===== src/rtl/nfc_ssp_packer_pkg.sv =====
// Shared definitions for the NFC SSP packer slice.
// Holds the serializer state encodings, the byte width used on the SSP
// link and a helper that left-aligns a partially collected byte.
package nfc_ssp_packer_pkg;

   localparam int SSP_BYTE_W = 8;

   typedef logic [SSP_BYTE_W-1:0] ssp_byte_t;

   // Serializer state encodings, kept as plain constants so the same
   // values can be shared with the older hi_* mode sources.
   localparam logic [0:0] SSP_IDLE  = 1'b0;
   localparam logic [0:0] SSP_SHIFT = 1'b1;

   // Move the n most recent bits of data_in (held in its low bits) up to the
   // MSB end, filling the LSB side with zeros. n is 1..7.
   function automatic ssp_byte_t left_align(input ssp_byte_t data_in, input logic [2:0] n);
      logic [3:0] shift;
      shift = 4'd8 - {1'b0, n};
      return data_in << shift;
   endfunction

endpackage


===== src/rtl/nfc_ssp_packer_fifo.sv =====
// ssp_byte_fifo: small byte FIFO between the bit packer and the SSP
// serializer.
// Ports:
//   clk, rst_n       clock and asynchronous active-low reset
//   clr              synchronous clear of pointers and level
//   push, wdata      write request and byte; accepted when not full or when
//                    a pop happens in the same cycle
//   pop, rdata       read request; rdata always shows the oldest entry
//   full, empty      occupancy flags derived from the registered level
//   level            number of occupied entries
module ssp_byte_fifo
   import nfc_ssp_packer_pkg::*;
#(
   parameter int FIFO_DEPTH = 4
) (
   input  logic                          clk,
   input  logic                          rst_n,
   input  logic                          clr,
   input  logic                          push,
   input  ssp_byte_t                     wdata,
   input  logic                          pop,
   output ssp_byte_t                     rdata,
   output logic                          full,
   output logic                          empty,
   output logic [$clog2(FIFO_DEPTH):0]   level
);

   localparam int AW = $clog2(FIFO_DEPTH);
   localparam int LW = AW + 1;
   localparam logic [LW-1:0] DEPTH_L = LW'(FIFO_DEPTH);

   ssp_byte_t         mem_q [FIFO_DEPTH];
   ssp_byte_t         mem_d [FIFO_DEPTH];
   logic [AW-1:0]     wr_ptr_q, wr_ptr_d;
   logic [AW-1:0]     rd_ptr_q, rd_ptr_d;
   logic [LW-1:0]     level_q, level_d;
   logic              wr_en, rd_en;

   assign full  = (level_q == DEPTH_L);
   assign empty = (level_q == '0);
   assign rdata = mem_q[rd_ptr_q];
   assign level = level_q;

   // Pointers wrap naturally because the depth is a power of two. A pop
   // frees a slot in the same cycle, so a full FIFO can still take a push.
   always_comb begin
      rd_en    = pop & ~empty;
      wr_en    = push & (~full | rd_en);
      mem_d    = mem_q;
      wr_ptr_d = wr_ptr_q;
      rd_ptr_d = rd_ptr_q;
      level_d  = level_q;
      if (wr_en) begin
         mem_d[wr_ptr_q] = wdata;
         wr_ptr_d        = wr_ptr_q + AW'(1);
      end
      if (rd_en) begin
         rd_ptr_d = rd_ptr_q + AW'(1);
      end
      case ({wr_en, rd_en})
         2'b10:   level_d = level_q + LW'(1);
         2'b01:   level_d = level_q - LW'(1);
         default: level_d = level_q;
      endcase
      if (clr) begin
         wr_ptr_d = '0;
         rd_ptr_d = '0;
         level_d  = '0;
      end
   end

   always_ff @(posedge clk or negedge rst_n) begin
      if (!rst_n) begin
         mem_q    <= '{default: '0};
         wr_ptr_q <= '0;
         rd_ptr_q <= '0;
         level_q  <= '0;
      end else begin
         mem_q    <= mem_d;
         wr_ptr_q <= wr_ptr_d;
         rd_ptr_q <= rd_ptr_d;
         level_q  <= level_d;
      end
   end

endmodule


===== src/rtl/nfc_ssp_packer.sv =====
// nfc_ssp_packer: packs demodulated bits MSB-first into bytes, buffers them
// in a small FIFO and shifts them out over the SSP link to the ARM.
// Ports:
//   ck_1356meg, nreset   13.56 MHz clock, asynchronous active-low reset
//   enable               low clears all state synchronously
//   bit_in, bit_stb      demodulated bit and its one-cycle strobe
//   flush                emit a partial byte, zero-padded on the LSB side
//   ssp_clk              divided clock, low first half, high second half
//   ssp_frame            high for the period carrying bit 7 of a byte
//   ssp_din              serial data, MSB first, changes on ssp_clk falls
//   overflow             sticky, a byte was dropped on a full FIFO
//   fifo_level           number of bytes waiting in the FIFO
module nfc_ssp_packer
   import nfc_ssp_packer_pkg::*;
#(
   parameter int CLK_DIV    = 8,
   parameter int FIFO_DEPTH = 4
) (
   input  logic                          ck_1356meg,
   input  logic                          nreset,
   input  logic                          enable,
   input  logic                          bit_in,
   input  logic                          bit_stb,
   input  logic                          flush,
   output logic                          ssp_clk,
   output logic                          ssp_frame,
   output logic                          ssp_din,
   output logic                          overflow,
   output logic [$clog2(FIFO_DEPTH):0]   fifo_level
);

   localparam int DW = $clog2(CLK_DIV);
   localparam logic [DW-1:0] DIV_LAST = DW'(CLK_DIV - 1);
   localparam logic [DW-1:0] DIV_HALF = DW'(CLK_DIV / 2);

   ssp_byte_t      sr_q, sr_d, sr_stb, push_data, fifo_rdata;
   logic [2:0]     cnt_q, cnt_d, cnt_inc;
   logic [DW-1:0]  div_q, div_d;
   logic           ssp_clk_q, ssp_clk_d;
   logic [0:0]     state_q, state_d;
   logic [2:0]     bcnt_q, bcnt_d;
   logic [6:0]     shreg_q, shreg_d;
   logic           din_q, din_d, frame_q, frame_d;
   logic           overflow_q, overflow_d;
   logic           push, pop, tick, fifo_full, fifo_empty;

   // Packer. A same-cycle bit counts towards a flush; when that bit completes
   // the byte the normal push wins and the flush has nothing left to emit.
   always_comb begin
      sr_stb    = bit_stb ? {sr_q[6:0], bit_in} : sr_q;
      cnt_inc   = cnt_q + {2'b00, bit_stb};
      sr_d      = sr_stb;
      cnt_d     = cnt_inc;
      push      = 1'b0;
      push_data = sr_stb;
      if (bit_stb && cnt_q == 3'd7) begin
         push = 1'b1;
      end else if (flush && cnt_inc != 3'd0) begin
         push      = 1'b1;
         push_data = left_align(sr_stb, cnt_inc);
         sr_d      = '0;
         cnt_d     = 3'd0;
      end
      if (!enable) begin
         push  = 1'b0;
         sr_d  = '0;
         cnt_d = 3'd0;
      end
   end

   // Divider. The registered ssp_clk tracks div, so it falls exactly on the
   // tick edge where the serializer updates data.
   always_comb begin
      tick      = enable && (div_q == DIV_LAST);
      div_d     = '0;
      if (enable && !tick) begin
         div_d = div_q + DW'(1);
      end
      ssp_clk_d = enable && (div_d >= DIV_HALF);
   end

   // Serializer. shreg holds the bits not yet presented; bit 7 goes straight
   // to ssp_din when a byte is loaded.
   always_comb begin
      state_d = state_q;
      bcnt_d  = bcnt_q;
      shreg_d = shreg_q;
      din_d   = din_q;
      frame_d = frame_q;
      pop     = 1'b0;
      if (!enable) begin
         state_d = SSP_IDLE;
         bcnt_d  = 3'd0;
         shreg_d = '0;
         din_d   = 1'b0;
         frame_d = 1'b0;
      end else if (tick) begin
         if (state_q == SSP_SHIFT && bcnt_q != 3'd7) begin
            bcnt_d  = bcnt_q + 3'd1;
            din_d   = shreg_q[6];
            shreg_d = {shreg_q[5:0], 1'b0};
            frame_d = 1'b0;
         end else if (!fifo_empty) begin
            pop     = 1'b1;
            state_d = SSP_SHIFT;
            bcnt_d  = 3'd0;
            din_d   = fifo_rdata[7];
            shreg_d = fifo_rdata[6:0];
            frame_d = 1'b1;
         end else begin
            state_d = SSP_IDLE;
            din_d   = 1'b0;
            frame_d = 1'b0;
         end
      end
   end

   always_comb begin
      overflow_d = enable && (overflow_q || (push && fifo_full && !pop));
   end

   always_ff @(posedge ck_1356meg or negedge nreset) begin
      if (!nreset) begin
         sr_q       <= '0;
         cnt_q      <= 3'd0;
         div_q      <= '0;
         ssp_clk_q  <= 1'b0;
         state_q    <= SSP_IDLE;
         bcnt_q     <= 3'd0;
         shreg_q    <= '0;
         din_q      <= 1'b0;
         frame_q    <= 1'b0;
         overflow_q <= 1'b0;
      end else begin
         sr_q       <= sr_d;
         cnt_q      <= cnt_d;
         div_q      <= div_d;
         ssp_clk_q  <= ssp_clk_d;
         state_q    <= state_d;
         bcnt_q     <= bcnt_d;
         shreg_q    <= shreg_d;
         din_q      <= din_d;
         frame_q    <= frame_d;
         overflow_q <= overflow_d;
      end
   end

   ssp_byte_fifo #(
      .FIFO_DEPTH (FIFO_DEPTH)
   ) u_fifo (
      .clk   (ck_1356meg),
      .rst_n (nreset),
      .clr   (!enable),
      .push  (push),
      .wdata (push_data),
      .pop   (pop),
      .rdata (fifo_rdata),
      .full  (fifo_full),
      .empty (fifo_empty),
      .level (fifo_level)
   );

   assign ssp_clk   = ssp_clk_q;
   assign ssp_frame = frame_q;
   assign ssp_din   = din_q;
   assign overflow  = overflow_q;

endmodule


===== config.mk =====
export PLATFORM = sky130hd
export DESIGN_NAME = nfc_ssp_packer
export DESIGN_NICKNAME = d
export VERILOG_FILES = /design/src/rtl/nfc_ssp_packer_pkg.sv /design/src/rtl/nfc_ssp_packer_fifo.sv /design/src/rtl/nfc_ssp_packer.sv
export SDC_FILE = /design/constraint.sdc
export NUM_CORES = 1
export LEC_CHECK = 0
export BUFFER_PORTS_ARGS = -buffer_cell sky130_fd_sc_hd__buf_4
export CAP_MARGIN = 5
export CORE_UTILIZATION = 55
export DETAILED_ROUTE_END_ITERATION = 6
export PLACE_DENSITY = 0.79
export SETUP_SLACK_MARGIN = 0.02
export SLEW_MARGIN = 40
export SYNTH_ARGS = -nofsm -noshare
export SYNTH_HDL_FRONTEND = slang
export SYNTH_SLANG_ARGS = --single-unit

===== constraint.sdc =====
create_clock -name ck_1356meg -period 3.93 [get_ports ck_1356meg]
set_clock_uncertainty 0.2 [all_clocks]
set_input_delay 0.786 -clock ck_1356meg [delete_from_list [all_inputs] [get_ports ck_1356meg]]
set_output_delay 0.786 -clock ck_1356meg [all_outputs]
set_load 0.05 [all_outputs]

==> results.json <==
{
  "syn_inst": 317,
  "synth_top_cell_area_share": 0.4424,
  "layout-drive-gt1-share": 0.2719,
  "synth_area_leader_cell": "dfrtp_1",
  "yosysUniqueCellTypes": 62,
  "cp.arrival_ps": 3280,
  "synth-edff-count": 0,
  "cts_tree": "built",
  "ys_seq_area_frac": 0.4424,
  "pin_count": 13,
  "cts.repair.resized": 0,
  "p_clk_frac": 0.379,
  "grt_antenna_before_repair": 0,
  "cp.required_ps": 3960,
  "cp.depth": 12,
  "rows": 30,
  "grt_pass1_vias": 2431,
  "p_int_mw": 1.210,
  "cts.reportedPaths.clkPinSlew_ps": 70,
  "place_congestion": 0.7926,
  "post_drt_via_cell_ratio": 5.959,
  "finalPower_mw": 1.635,
  "max_freq_ghz": 0.3076,
  "post_cts_buffers": 0,
  "port_buffers": 12,
  "drt_iter0_markers": 126,
  "reg2reg_slack_ps": 830,
  "syn_area_per_cell_um2": 12.13,
  "stdcell_area_um2": 4156,
  "ctsRootBufferMaster": "clkbuf_8",
  "cts-hold-fix-buffers": 0,
  "cp-start-kind": "input pin",
  "finalCritPeriodShare": 0.8272,
  "status": "complete, no violations",
  "worstSetupPathType": "input pin to flop",
  "hpwl_um": 4876,
  "dr.pass1.iters": 4,
  "start_util": 0.5693,
  "cts-htree-levels": 3,
  "drtAntennaViolNets": 0,
  "syn2layout_area_growth_pct": 8.068,
  "syn-num-nets": 336,
  "crit_family": "adder cells",
  "rr_worst_depth": 11,
  "die_h_um": 85.63,
  "cpMaxStageDelayCell": "mux4_2",
  "fin_cells": 411,
  "p_seq_frac": 0.471,
  "crit_chain": "buf_4, ha_1, ha_1, inv_1, ha_1, ha_1, nand2b_4, nand2_2, nor2_2, fa_1, mux4_2, a32o_2",
  "synthArstFlopShare": 1.000,
  "gr-total-overflow": 0,
  "worst_setup_path_end_kind": "flop",
  "drc_errors": 0,
  "timing.final.crit_period_ps": 3251,
  "die_w_um": 85.63,
  "setup_viol": 0,
  "core_area_um2": 6756,
  "max_slew_margin": 0.5734,
  "clockBufferDepth": 2,
  "post_drt_wl_per_cell_um": 17.01,
  "ys_ff_latch": 68,
  "cts.sinks": 68,
  "slowest_delay_ps": 430,
  "critPathBufInv": 2,
  "grt_max_degree": 39,
  "nets": 345,
  "cts_buffers": 9,
  "synth_area_um2": 3846,
  "clk-insertion-delay-late_ps": 350,
  "grt_usage": 0.2102,
  "comb_power_share": 0.150,
  "p_leak_nw": 1.945,
  "via_count": 2449,
  "critPathMaxFanout": 10,
  "hold_path.class": "input pin to asynchronous set/reset pin",
  "setup_tns_ps": 0,
  "rsz0062_at_grt": "no",
  "cpMostUsedCell": "ha_1",
  "p_sw_frac": 0.2597,
  "synth_area_leaders": "dfrtp_1, mux2_4, mux4_2",
  "diodes": 0,
  "place_area_um2": 3940,
  "ys.warnings.count": 0,
  "finalMaxSlewViolations": 0,
  "worst_pin_slew_ps": 622.1,
  "hold_violations": 0,
  "drt-total-wl_um": 6992,
  "die-area_um2": 7332,
  "ys.flop_type": "dfrtp_1",
  "dp_cells": 395,
  "ir_worst_vdd_uv": 302.3,
  "power-per-cell-area_nw_per_um2": 393.3,
  "maxCapViolCount": 0,
  "grt_pass1_wl_um": 11830,
  "switchingPower_mw": 0.4245
}
## stage by stage
step / hold slack [ps] / setup WS, ps / utilization
floorplan: 209.1 / 262.6 / -
global placement: 221.5 / 411.4 / 0.5802
detailed placement: 239.5 / 321.7 / 0.5831
CTS: 162.4 / 688.7 / 0.6152
global route: 187.9 / 574.3 / 0.6152
finish: 169.2 / 679.2 / 0.6152
## power by group through the flow
stage / Clock [mW] / Sequential, mW / Combinational (mW)
after global placement: 0 / 0.781 / 0.234
final: 0.620 / 0.770 / 0.244
after detailed placement: 0 / 0.783 / 0.244
after floorplan: 0 / 0.785 / 0.182
after global routing: 0.660 / 0.775 / 0.272
after CTS: 0.638 / 0.770 / 0.245
## cells in the mapped netlist, types with 2 or more instances
library cell and count:
nor2b_1 9, ha_1 12, o22ai_2 2, nor2_1 20
dfrtp_1 68, mux2_4 28, inv_1 10, nand4_1 3
buf_6 7, and3_4 4, buf_2 4, nand2_1 23
o21ai_0 13, or2_2 2, xnor2_1 5, a21oi_1 7
and2_1 7, o211ai_1 2, clkbuf_1 4, nand3_1 9
mux4_2 11, a31oi_1 3, nand2b_1 4, mux2i_1 19
o22ai_1 4
## area by class of cell
class	count	area, µm²
clock inverter	6	88.84
clock buffer	10	127.6
timing repair buffer	16	132.6
tap	80	100.1
sequential	68	1702
multi-input combinational	221	1968
fill	544	2600
inverter	10	37.54
## registers in the layout, indices dropped and copies added (netlist names), 2 cells and up
signal           flops
u_fifo.mem_q        32
sr_q                 8
shreg_q              7
bcnt_q               3
cnt_q                3
div_q                3
u_fifo.level         3
u_fifo.rd_ptr_q      2
u_fifo.wr_ptr_q      2
## layout by cell type (no fill, tap or decap), types with 2 or more instances in the layout
master      count
dfrtp_1        68
mux2_4         28
nand2_1        23
nor2_1         20
mux2i_1        19
buf_4          15
o21ai_0        13
ha_1           12
mux4_2         11
inv_1          10
nor2b_1         9
nand3_1         9
clkbuf_8        9
a21oi_1         7
and2_1          7
xnor2_1         5
nand2b_1        4
o22ai_1         4
and3_4          4
nand4_1         3
a31oi_1         3
or2_2           2
o22ai_2         2
o211ai_1        2
clkinvlp_4      2
bufinv_16       2
## worst paths after layout
check                                    from                          end
setup / recovery                      bit_stb  u_fifo.level[2]$_DFFE_PN0P_
hold / removal                         nreset  u_fifo.mem_q[3]$_DFFE_PN0P_
setup reg to reg           cnt_q[0]$_DFF_PN0_  u_fifo.level[2]$_DFFE_PN0P_
hold reg to reg            div_q[0]$_DFF_PN0_           div_q[0]$_DFF_PN0_
max in group asynchronous              nreset  u_fifo.level[2]$_DFFE_PN0P_
min in group ck_1356meg    div_q[0]$_DFF_PN0_           div_q[0]$_DFF_PN0_
## kinds of logic (layout without fill, tap and decap cells)
group                    Yosys count  count (layout)  share of synthesized area
AND/OR/NAND/NOR                   97              97                     0.1441
flip-flops                        68              68                     0.4424
multiplexers                      60              60                     0.2297
AO/OA/AOI/OAI                     46              46                    0.08230
buffers and inverters             28              42                    0.04587
adder cells (fa/ha/maj)           13              13                    0.04424
XOR/XNOR                           5               5                    0.01139
## layer usage
metal  share of wire  GRT usage
met1            0.48     0.2955
met2            0.47     0.3127
met3           0.032    0.04716
met4           0.020    0.09848
met5               0          0
(Power assumes the default switching activity.)
